==> config.mk <==
export PLATFORM = sky130hd
export DESIGN_NAME = bank_access_ctrl
export DESIGN_NICKNAME = d
export VERILOG_FILES = /design/src/rtl/bank_pkg.sv /design/src/rtl/bank_rd_pipe.sv /design/src/rtl/bank_access_ctrl.sv
export SDC_FILE = /design/constraint.sdc
export NUM_CORES = 1
export LEC_CHECK = 0
export CORE_MARGIN = 2
export CORE_UTILIZATION = 50
export CTS_CLUSTER_DIAMETER = 30
export DETAILED_ROUTE_END_ITERATION = 7
export GPL_TIMING_DRIVEN = 1
export PLACE_DENSITY = 0.89
export SLEW_MARGIN = 25
export SYNTH_ARGS = -nofsm -noshare
export SYNTH_HDL_FRONTEND = slang
export SYNTH_HIERARCHICAL = 1
export SYNTH_SLANG_ARGS = --single-unit
==> constraint.sdc <==
create_clock -name clk -period 2.57 [get_ports clk]
set_input_delay 0.6425 -clock clk [delete_from_list [all_inputs] [get_ports clk]]
set_output_delay 0.6425 -clock clk [all_outputs]
set_load 0.02 [all_outputs]
==> src/rtl/bank_pkg.sv <==
// ---------------------------------------------------------------------------
// bank_pkg
//   Shared definitions for the Bank initiator logic: controller state
//   encoding, default array geometry and default DRAM-style timing.
//   No ports (package).
// ---------------------------------------------------------------------------
package bank_pkg;

  // Default geometry of one Bank
  localparam int DEVICE_WIDTH_DEF = 4;
  localparam int COLWIDTH_DEF     = 10;
  localparam int CHWIDTH_DEF      = 5;
  localparam int BLWIDTH_DEF      = 4;

  // Default timing, in clock cycles
  localparam int T_RCD_DEF  = 3;
  localparam int T_RP_DEF   = 3;
  localparam int RD_LAT_DEF = 1;

  typedef enum logic [1:0] {
    IDLE  = 2'd0,
    PRE   = 2'd1,
    ACT   = 2'd2,
    BURST = 2'd3
  } state_t;

endpackage

==> src/rtl/bank_rd_pipe.sv <==
// ---------------------------------------------------------------------------
// bank_rd_pipe
//   Read-return tracker. Shifts a "column read issued" flag through LAT
//   stages so that a beat is flagged exactly LAT cycles after the column
//   appeared on the Bank pins. The Bank delivers dqout aligned to that same
//   cycle, so the data path is a gate that presents dqout only while a
//   tracked beat is present (zero otherwise).
// Ports
//   clk      in   clock
//   i_flush  in   synchronous clear of all in-flight beats
//   i_issue  in   a read column is on the Bank pins this cycle
//   i_dqout  in   Bank read data
//   o_valid  out  read beat present
//   o_data   out  read beat data (zero when o_valid is low)
// ---------------------------------------------------------------------------
module bank_rd_pipe #(
  parameter int DW  = 4,
  parameter int LAT = 1
) (
  input  logic          clk,
  input  logic          i_flush,
  input  logic          i_issue,
  input  logic [DW-1:0] i_dqout,
  output logic          o_valid,
  output logic [DW-1:0] o_data
);

  logic [LAT-1:0] r_vld;
  logic [LAT-1:0] w_vld_in;

  genvar gi;
  generate
    for (gi = 0; gi < LAT; gi++) begin : g_stage
      if (gi == 0) begin : g_head
        assign w_vld_in[gi] = i_issue;
      end else begin : g_tail
        assign w_vld_in[gi] = r_vld[gi-1];
      end
    end
  endgenerate

  always_ff @(posedge clk) begin
    if (i_flush) r_vld <= '0;
    else         r_vld <= w_vld_in;
  end

  assign o_valid = r_vld[LAT-1];
  assign o_data  = o_valid ? i_dqout : '0;

endmodule

==> src/rtl/bank_access_ctrl.sv <==
// ---------------------------------------------------------------------------
// bank_access_ctrl
//   Initiator for one Bank. Takes burst read/write requests, keeps one row
//   open between bursts (open-page), precharges/activates on a row miss,
//   streams write beats into the Bank and returns read beats RD_LAT cycles
//   after each read column is issued. All Bank-facing outputs are registered.
// Ports
//   clk, rst                         clock, synchronous active-high reset
//   req_valid/req_ready              request handshake (ready only in IDLE)
//   req_wr, req_row, req_col, req_len  burst descriptor (len = beats-1)
//   wdata_valid/wdata_ready, wdata   write beat stream
//   rdata_valid, rdata               read beat stream (no backpressure)
//   rd_o_wr, row, column, dqin       Bank command/address/write data
//   dqout                            Bank read data
// ---------------------------------------------------------------------------
module bank_access_ctrl
  import bank_pkg::*;
#(
  parameter int DEVICE_WIDTH = DEVICE_WIDTH_DEF,
  parameter int COLWIDTH     = COLWIDTH_DEF,
  parameter int CHWIDTH      = CHWIDTH_DEF,
  parameter int BLWIDTH      = BLWIDTH_DEF,
  parameter int T_RCD        = T_RCD_DEF,
  parameter int T_RP         = T_RP_DEF,
  parameter int RD_LAT       = RD_LAT_DEF
) (
  input  logic                    clk,
  input  logic                    rst,
  input  logic                    req_valid,
  output logic                    req_ready,
  input  logic                    req_wr,
  input  logic [CHWIDTH-1:0]      req_row,
  input  logic [COLWIDTH-1:0]     req_col,
  input  logic [BLWIDTH-1:0]      req_len,
  input  logic                    wdata_valid,
  output logic                    wdata_ready,
  input  logic [DEVICE_WIDTH-1:0] wdata,
  output logic                    rdata_valid,
  output logic [DEVICE_WIDTH-1:0] rdata,
  output logic                    rd_o_wr,
  output logic [CHWIDTH-1:0]      row,
  output logic [COLWIDTH-1:0]     column,
  output logic [DEVICE_WIDTH-1:0] dqin,
  input  logic [DEVICE_WIDTH-1:0] dqout
);

  localparam int DLY_MAX = (T_RP > T_RCD) ? T_RP : T_RCD;
  localparam int DLY_W   = $clog2(DLY_MAX + 1);

  state_t r_state, w_state_next;

  // Latched request
  logic                    r_wr;
  logic [CHWIDTH-1:0]      r_req_row;
  logic [COLWIDTH-1:0]     r_col;
  logic [BLWIDTH-1:0]      r_len;
  logic [BLWIDTH-1:0]      r_beat;

  // Open-page bookkeeping
  logic                    r_row_open;
  logic [CHWIDTH-1:0]      r_open_row;
  logic [DLY_W-1:0]        r_dly;

  // Registered Bank pins
  logic                    r_rd_o_wr;
  logic [CHWIDTH-1:0]      r_row;
  logic [COLWIDTH-1:0]     r_column;
  logic [DEVICE_WIDTH-1:0] r_dqin;
  logic                    r_rd_issue;

  logic w_accept, w_hit, w_dly_done, w_beat, w_last;

  assign w_accept   = req_valid && req_ready;
  assign w_hit      = r_row_open && (r_open_row == req_row);
  assign w_dly_done = (r_dly == '0);
  // Reads issue every BURST cycle; writes only when a beat is offered
  assign w_beat     = (r_state == BURST) && (!r_wr || wdata_valid);
  assign w_last     = w_beat && (r_beat == r_len);

  // State register
  always_ff @(posedge clk) begin
    if (rst) r_state <= IDLE;
    else     r_state <= w_state_next;
  end

  // Next-state logic
  always_comb begin
    w_state_next = r_state;
    case (r_state)
      IDLE: begin
        if (w_accept) begin
          if (w_hit)           w_state_next = BURST;
          else if (r_row_open) w_state_next = PRE;
          else                 w_state_next = ACT;
        end
      end
      PRE:     if (w_dly_done) w_state_next = ACT;
      ACT:     if (w_dly_done) w_state_next = BURST;
      BURST:   if (w_last)     w_state_next = IDLE;
      default: w_state_next = IDLE;
    endcase
  end

  // Handshake outputs
  always_comb begin
    req_ready   = (r_state == IDLE) && !rst;
    wdata_ready = (r_state == BURST) && r_wr;
  end

  // Request latch, delay/beat/column counters and Bank pin registers
  always_ff @(posedge clk) begin
    if (rst) begin
      r_wr       <= 1'b0;
      r_req_row  <= '0;
      r_col      <= '0;
      r_len      <= '0;
      r_beat     <= '0;
      r_row_open <= 1'b0;
      r_open_row <= '0;
      r_dly      <= '0;
      r_rd_o_wr  <= 1'b0;
      r_row      <= '0;
      r_column   <= '0;
      r_dqin     <= '0;
      r_rd_issue <= 1'b0;
    end else begin
      r_rd_o_wr  <= 1'b0;
      r_dqin     <= '0;
      r_rd_issue <= 1'b0;
      case (r_state)
        IDLE: begin
          if (w_accept) begin
            r_wr      <= req_wr;
            r_req_row <= req_row;
            r_col     <= req_col;
            r_len     <= req_len;
            r_beat    <= '0;
            // Preload whichever wait comes first: precharge on a conflict,
            // activate when no row is open (unused on a hit)
            r_dly     <= r_row_open ? DLY_W'(T_RP - 1) : DLY_W'(T_RCD - 1);
          end
        end
        PRE: begin
          if (w_dly_done) begin
            r_row_open <= 1'b0;
            r_dly      <= DLY_W'(T_RCD - 1);
          end else begin
            r_dly <= r_dly - 1'b1;
          end
        end
        ACT: begin
          r_row <= r_req_row;
          if (w_dly_done) begin
            r_row_open <= 1'b1;
            r_open_row <= r_req_row;
          end else begin
            r_dly <= r_dly - 1'b1;
          end
        end
        BURST: begin
          if (w_beat) begin
            r_rd_o_wr  <= r_wr;
            r_dqin     <= r_wr ? wdata : '0;
            r_column   <= r_col;
            r_col      <= r_col + 1'b1;   // wraps within the row
            r_beat     <= r_beat + 1'b1;
            r_rd_issue <= !r_wr;
          end
        end
        default: ;
      endcase
    end
  end

  assign rd_o_wr = r_rd_o_wr;
  assign row     = r_row;
  assign column  = r_column;
  assign dqin    = r_dqin;

  // Read returns drain independently of the FSM so the next burst can
  // start while earlier data is still coming back
  bank_rd_pipe #(
    .DW  (DEVICE_WIDTH),
    .LAT (RD_LAT)
  ) u_rd_pipe (
    .clk     (clk),
    .i_flush (rst),
    .i_issue (r_rd_issue),
    .i_dqout (dqout),
    .o_valid (rdata_valid),
    .o_data  (rdata)
  );

endmodule

==> run_summary.xml <==
<?xml version="1.0" encoding="UTF-8"?>
<metrics>
  <group name="yosys">
    <metric name="ys.flop_type" unit="">sky130_fd_sc_hd__dfxtp_1</metric>
    <metric name="yosysSeqAreaShare" unit="">0.433</metric>
    <metric name="synth_xor_area_frac" unit="">0.0372</metric>
    <metric name="synth_simple_gate_area_frac" unit="">0.210</metric>
    <metric name="synthMostInstantiatedCell" unit="">sky130_fd_sc_hd__dfxtp_1</metric>
    <metric name="synth_compound_gate_area_share" unit="">0.168</metric>
    <metric name="synthesis.area" unit="um^2">2590</metric>
    <metric name="ys_async_sr_fraction" unit="">0</metric>
    <metric name="yosys_warnings" unit="">6</metric>
    <metric name="synth_top_area_share" unit="">0.433</metric>
    <metric name="synth.lib_cells_used.distinct" unit="">43</metric>
    <metric name="synth.avg_cell_area" unit="um^2">8.84</metric>
    <metric name="synth_top_cell_by_area" unit="">sky130_fd_sc_hd__dfxtp_1</metric>
    <metric name="synth.area.mux_share" unit="">0.0619</metric>
    <metric name="dominant_combinational_cell_family_by_area_after_synthesis" unit="">simple AND/OR/NAND/NOR gates</metric>
    <metric name="ys_top_cells_by_count" unit="">56 x sky130_fd_sc_hd__dfxtp_1, 31 x sky130_fd_sc_hd__nand2_1, 30 x sky130_fd_sc_hd__nor2_1</metric>
    <metric name="synthTopCellsByArea" unit="">sky130_fd_sc_hd__dfxtp_1 43%, sky130_fd_sc_hd__mux2i_1 6.2%, sky130_fd_sc_hd__ha_1 4.8%, sky130_fd_sc_hd__nand2_1 4.5%, sky130_fd_sc_hd__nor2_1 4.3%</metric>
    <metric name="postSynthRegisterBits" unit="">56</metric>
    <metric name="postSynthNetCount" unit="">335</metric>
    <metric name="synth_edf_count" unit="">0</metric>
    <metric name="synth-adder-area-share" unit="">0.0483</metric>
    <metric name="synthesis.instances" unit="">293</metric>
  </group>
  <group name="min_path">
    <metric name="worst_hold_path_type" unit="">reg -&gt; reg</metric>
  </group>
  <group name="drt">
    <metric name="drtPass1Iterations" unit="">4</metric>
    <metric name="maxUsedRoutingLayer" unit="">met4</metric>
    <metric name="wl_per_cell" unit="um">13.5</metric>
    <metric name="drt-vias-per-instance" unit="">5.26</metric>
    <metric name="wl_met2" unit="um">2930</metric>
    <metric name="route.final.wire_length" unit="um">5650</metric>
    <metric name="detail-route-antenna-nets" unit="">0</metric>
    <metric name="route.vias.total" unit="">2206</metric>
    <metric name="drt_iter0_markers" unit="">117</metric>
    <metric name="wl_met1" unit="um">2460</metric>
    <metric name="route.met3.wl" unit="um">203</metric>
    <metric name="drt_drc_violations_left" unit="">0</metric>
  </group>
  <group name="clock_tree">
    <metric name="post_cts.repair.setup_buffers" unit="">0</metric>
    <metric name="cts_inserted_buffers" unit="">5</metric>
    <metric name="path_clk_slew" unit="ps">90</metric>
    <metric name="clock_insertion_delay_worst_skew" unit="ps">300</metric>
    <metric name="cts.sinks" unit="">56</metric>
    <metric name="postCtsHoldBufs" unit="">0</metric>
    <metric name="post_cts_resized" unit="">0</metric>
    <metric name="cts_h_tree_depth" unit="">2</metric>
    <metric name="cts-root-buf" unit="">sky130_fd_sc_hd__clkbuf_8</metric>
    <metric name="cts_buffer_depth" unit="">2</metric>
    <metric name="tritoncts_clock_tree" unit="">built</metric>
  </group>
  <group name="sta">
    <metric name="clock_skew" unit="ps">3.46</metric>
    <metric name="slew_violations" unit="">0</metric>
    <metric name="fin_worst_hold_slack" unit="ps">451</metric>
    <metric name="finalWorstPathRequiredPeriod" unit="ps">2450</metric>
    <metric name="finalSetupViolCount" unit="">0</metric>
    <metric name="total_neg_setup_slack" unit="ps">0</metric>
    <metric name="final_hold_viol_count" unit="">0</metric>
    <metric name="fin_crit_sh" unit="">0.955</metric>
    <metric name="maxSlewHeadroom" unit="">0.547</metric>
    <metric name="worst_slew_pin_slew" unit="ps">678</metric>
    <metric name="rsz0062_at_grt" unit="">no</metric>
    <metric name="achievable-frequency" unit="MHz">408</metric>
  </group>
  <group name="die">
    <metric name="placement_rows" unit="">26</metric>
    <metric name="design.die.area" unit="um^2">5770</metric>
    <metric name="die_width" unit="um">76.0</metric>
    <metric name="pin_count" unit="">59</metric>
    <metric name="initial_utilization" unit="">0.513</metric>
    <metric name="die_h" unit="um">76.0</metric>
    <metric name="coreArea" unit="um^2">5040</metric>
  </group>
  <group name="placed_design">
    <metric name="hpwlAfterDp" unit="um">4090</metric>
    <metric name="placedInstanceArea" unit="um^2">3250</metric>
    <metric name="total_of_buffers_placed_on_input_and_output_ports" unit="">58</metric>
    <metric name="finalWeightedCongestion" unit="">0.766</metric>
  </group>
  <group name="worst_setup_path">
    <metric name="cp_common_cell" unit="">sky130_fd_sc_hd__clkdlybuf4s50_1</metric>
    <metric name="critical_path_class" unit="">in -&gt; out</metric>
    <metric name="critical_path_cell_by_cell" unit="">clkdlybuf4s50_1 &gt; nor2b_1 &gt; clkdlybuf4s50_1</metric>
    <metric name="timing.critical_path.fanout_max" unit="">2</metric>
    <metric name="crit_required" unit="ps">1930</metric>
    <metric name="worstReg2RegStart" unit="">r_state[1]</metric>
    <metric name="worstSetupEndpoint" unit="">req_ready</metric>
    <metric name="cp-start-kind" unit="">input pin</metric>
    <metric name="reg2regPathDepth" unit="">7</metric>
    <metric name="crit_path_start" unit="">rst</metric>
    <metric name="slowest_stage" unit="">sky130_fd_sc_hd__clkdlybuf4s50_1</metric>
    <metric name="timing.critical_path.arrival" unit="ps">1810</metric>
    <metric name="reg2reg_to" unit="">r_state[1]</metric>
    <metric name="critical_path.max_stage_delay" unit="ps">610</metric>
    <metric name="r2r_setup_slack" unit="ps">640</metric>
    <metric name="critical_path.endpoint_type" unit="">primary output</metric>
  </group>
  <group name="finish">
    <metric name="antenna-diode-count" unit="">0</metric>
    <metric name="layout.filler_cells" unit="">404</metric>
    <metric name="drive_gt1_frac" unit="">0.0688</metric>
    <metric name="stdcell_area" unit="um^2">3350</metric>
    <metric name="layout.core_utilization" unit="">0.664</metric>
    <metric name="area_growth_syn_to_layout" unit="%">29.3</metric>
    <metric name="nets" unit="">391</metric>
  </group>
  <group name="power_and_ir_drop">
    <metric name="ir_worst_vdd" unit="mV">0.441</metric>
    <metric name="p_total" unit="W">0.00275</metric>
    <metric name="p_leak" unit="nW">1.29</metric>
    <metric name="power-per-cell-area" unit="nW/um^2">823</metric>
  </group>
  <group name="global_routing">
    <metric name="globalRouteTotalUtil" unit="">0.195</metric>
    <metric name="first_global_vias" unit="">2125</metric>
    <metric name="overflow" unit="">0</metric>
    <metric name="grt_antenna_before_repair" unit="">0</metric>
    <metric name="grt_max_degree" unit="">34</metric>
    <metric name="grt_pass1_wl" unit="um">9360</metric>
  </group>
  <group name="status">
    <metric name="status" unit="">finished clean</metric>
  </group>
  <group name="job">
    <metric name="cap_viol_max_count" unit="">0</metric>
  </group>
</metrics>
==> flip-flops by register name, summed over array words and instances (netlist names) <==
signal,count
r_beat,4
column,10
r_len,4
r_dly,2
r_open_row,5
r_rd_issue,1
dqin,4
r_row_open,1
r_req_row,5
u_rd_pipe/o_valid,1
row,5
r_state,2
rd_o_wr,1
r_col,10
r_wr,1
==> layout by cell type, fill, tap and decap left out, types with 7 or more instances in the layout <==
master	n
sky130_fd_sc_hd__nand2b_1	11
sky130_fd_sc_hd__o21ai_0	17
sky130_fd_sc_hd__nand2_1	31
sky130_fd_sc_hd__dfxtp_1	56
sky130_fd_sc_hd__xor2_1	9
sky130_fd_sc_hd__and2_1	8
sky130_fd_sc_hd__inv_1	7
sky130_fd_sc_hd__a211oi_1	7
sky130_fd_sc_hd__mux2i_1	16
sky130_fd_sc_hd__a21oi_1	15
sky130_fd_sc_hd__clkbuf_8	7
sky130_fd_sc_hd__nand3_1	11
sky130_fd_sc_hd__ha_1	10
sky130_fd_sc_hd__clkdlybuf4s50_1	58
sky130_fd_sc_hd__buf_4	7
sky130_fd_sc_hd__nor2_1	29
==> through the flow <==
step / cells / setup WS [ps]
finish: 419 / 116
global placement: 412 / 77.1
floorplan: 293 / 664
CTS: 419 / 105
detailed placement: 412 / 23.1
global route: 419 / 52.8
==> logic make-up after synthesis <==
family,count (synthesis)
compound gates,63
mux,16
buf+inv,24
simple gates,113
flops,56
fa+ha+maj,10
xor+xnor,11
==> worst max-delay path, delay by kind of cell <==
kind / cells / cell delay (ps)
simple gates: 1 / 130
buf+inv: 2 / 1040
==> power by group <==
group          internal, W  leakage, nW  switching (W)
logic             0.000502        0.788       0.000591
registers          0.00101        0.456       0.000145
clock network     0.000241       0.0503       0.000269
==> layout make-up <==
cell class	instances	area [um^2]	area share
Tap cell	70	87.6	0.0262
Timing Repair Buffer	66	653	0.195
Sequential cell	56	1120	0.335
Multi-Input combinational cell	213	1360	0.407
Clock buffer	7	96.3	0.0288
Inverter	7	26.3	0.00785
==> worst min path at each step <==
stage | startpoint | endpoint | cells past startpoint
6_report | r_rd_issue | u_rd_pipe/o_valid | 1
2_1_floorplan | r_rd_issue | u_rd_pipe/o_valid | 1
5_1_grt | r_rd_issue | u_rd_pipe/o_valid | 1
4_1_cts | r_rd_issue | u_rd_pipe/o_valid | 1
3_3_place_gp | r_rd_issue | u_rd_pipe/o_valid | 1
3_5_place_dp | r_rd_issue | u_rd_pipe/o_valid | 1
==> routing by layer <==
layer  track usage  vias up
met4        0.0509        0
li1              -     1109
met5             0        -
met2         0.362       45
met3        0.0345        7
met1         0.232     1045
No activity file was read; power rests on OpenSTA's default activity.
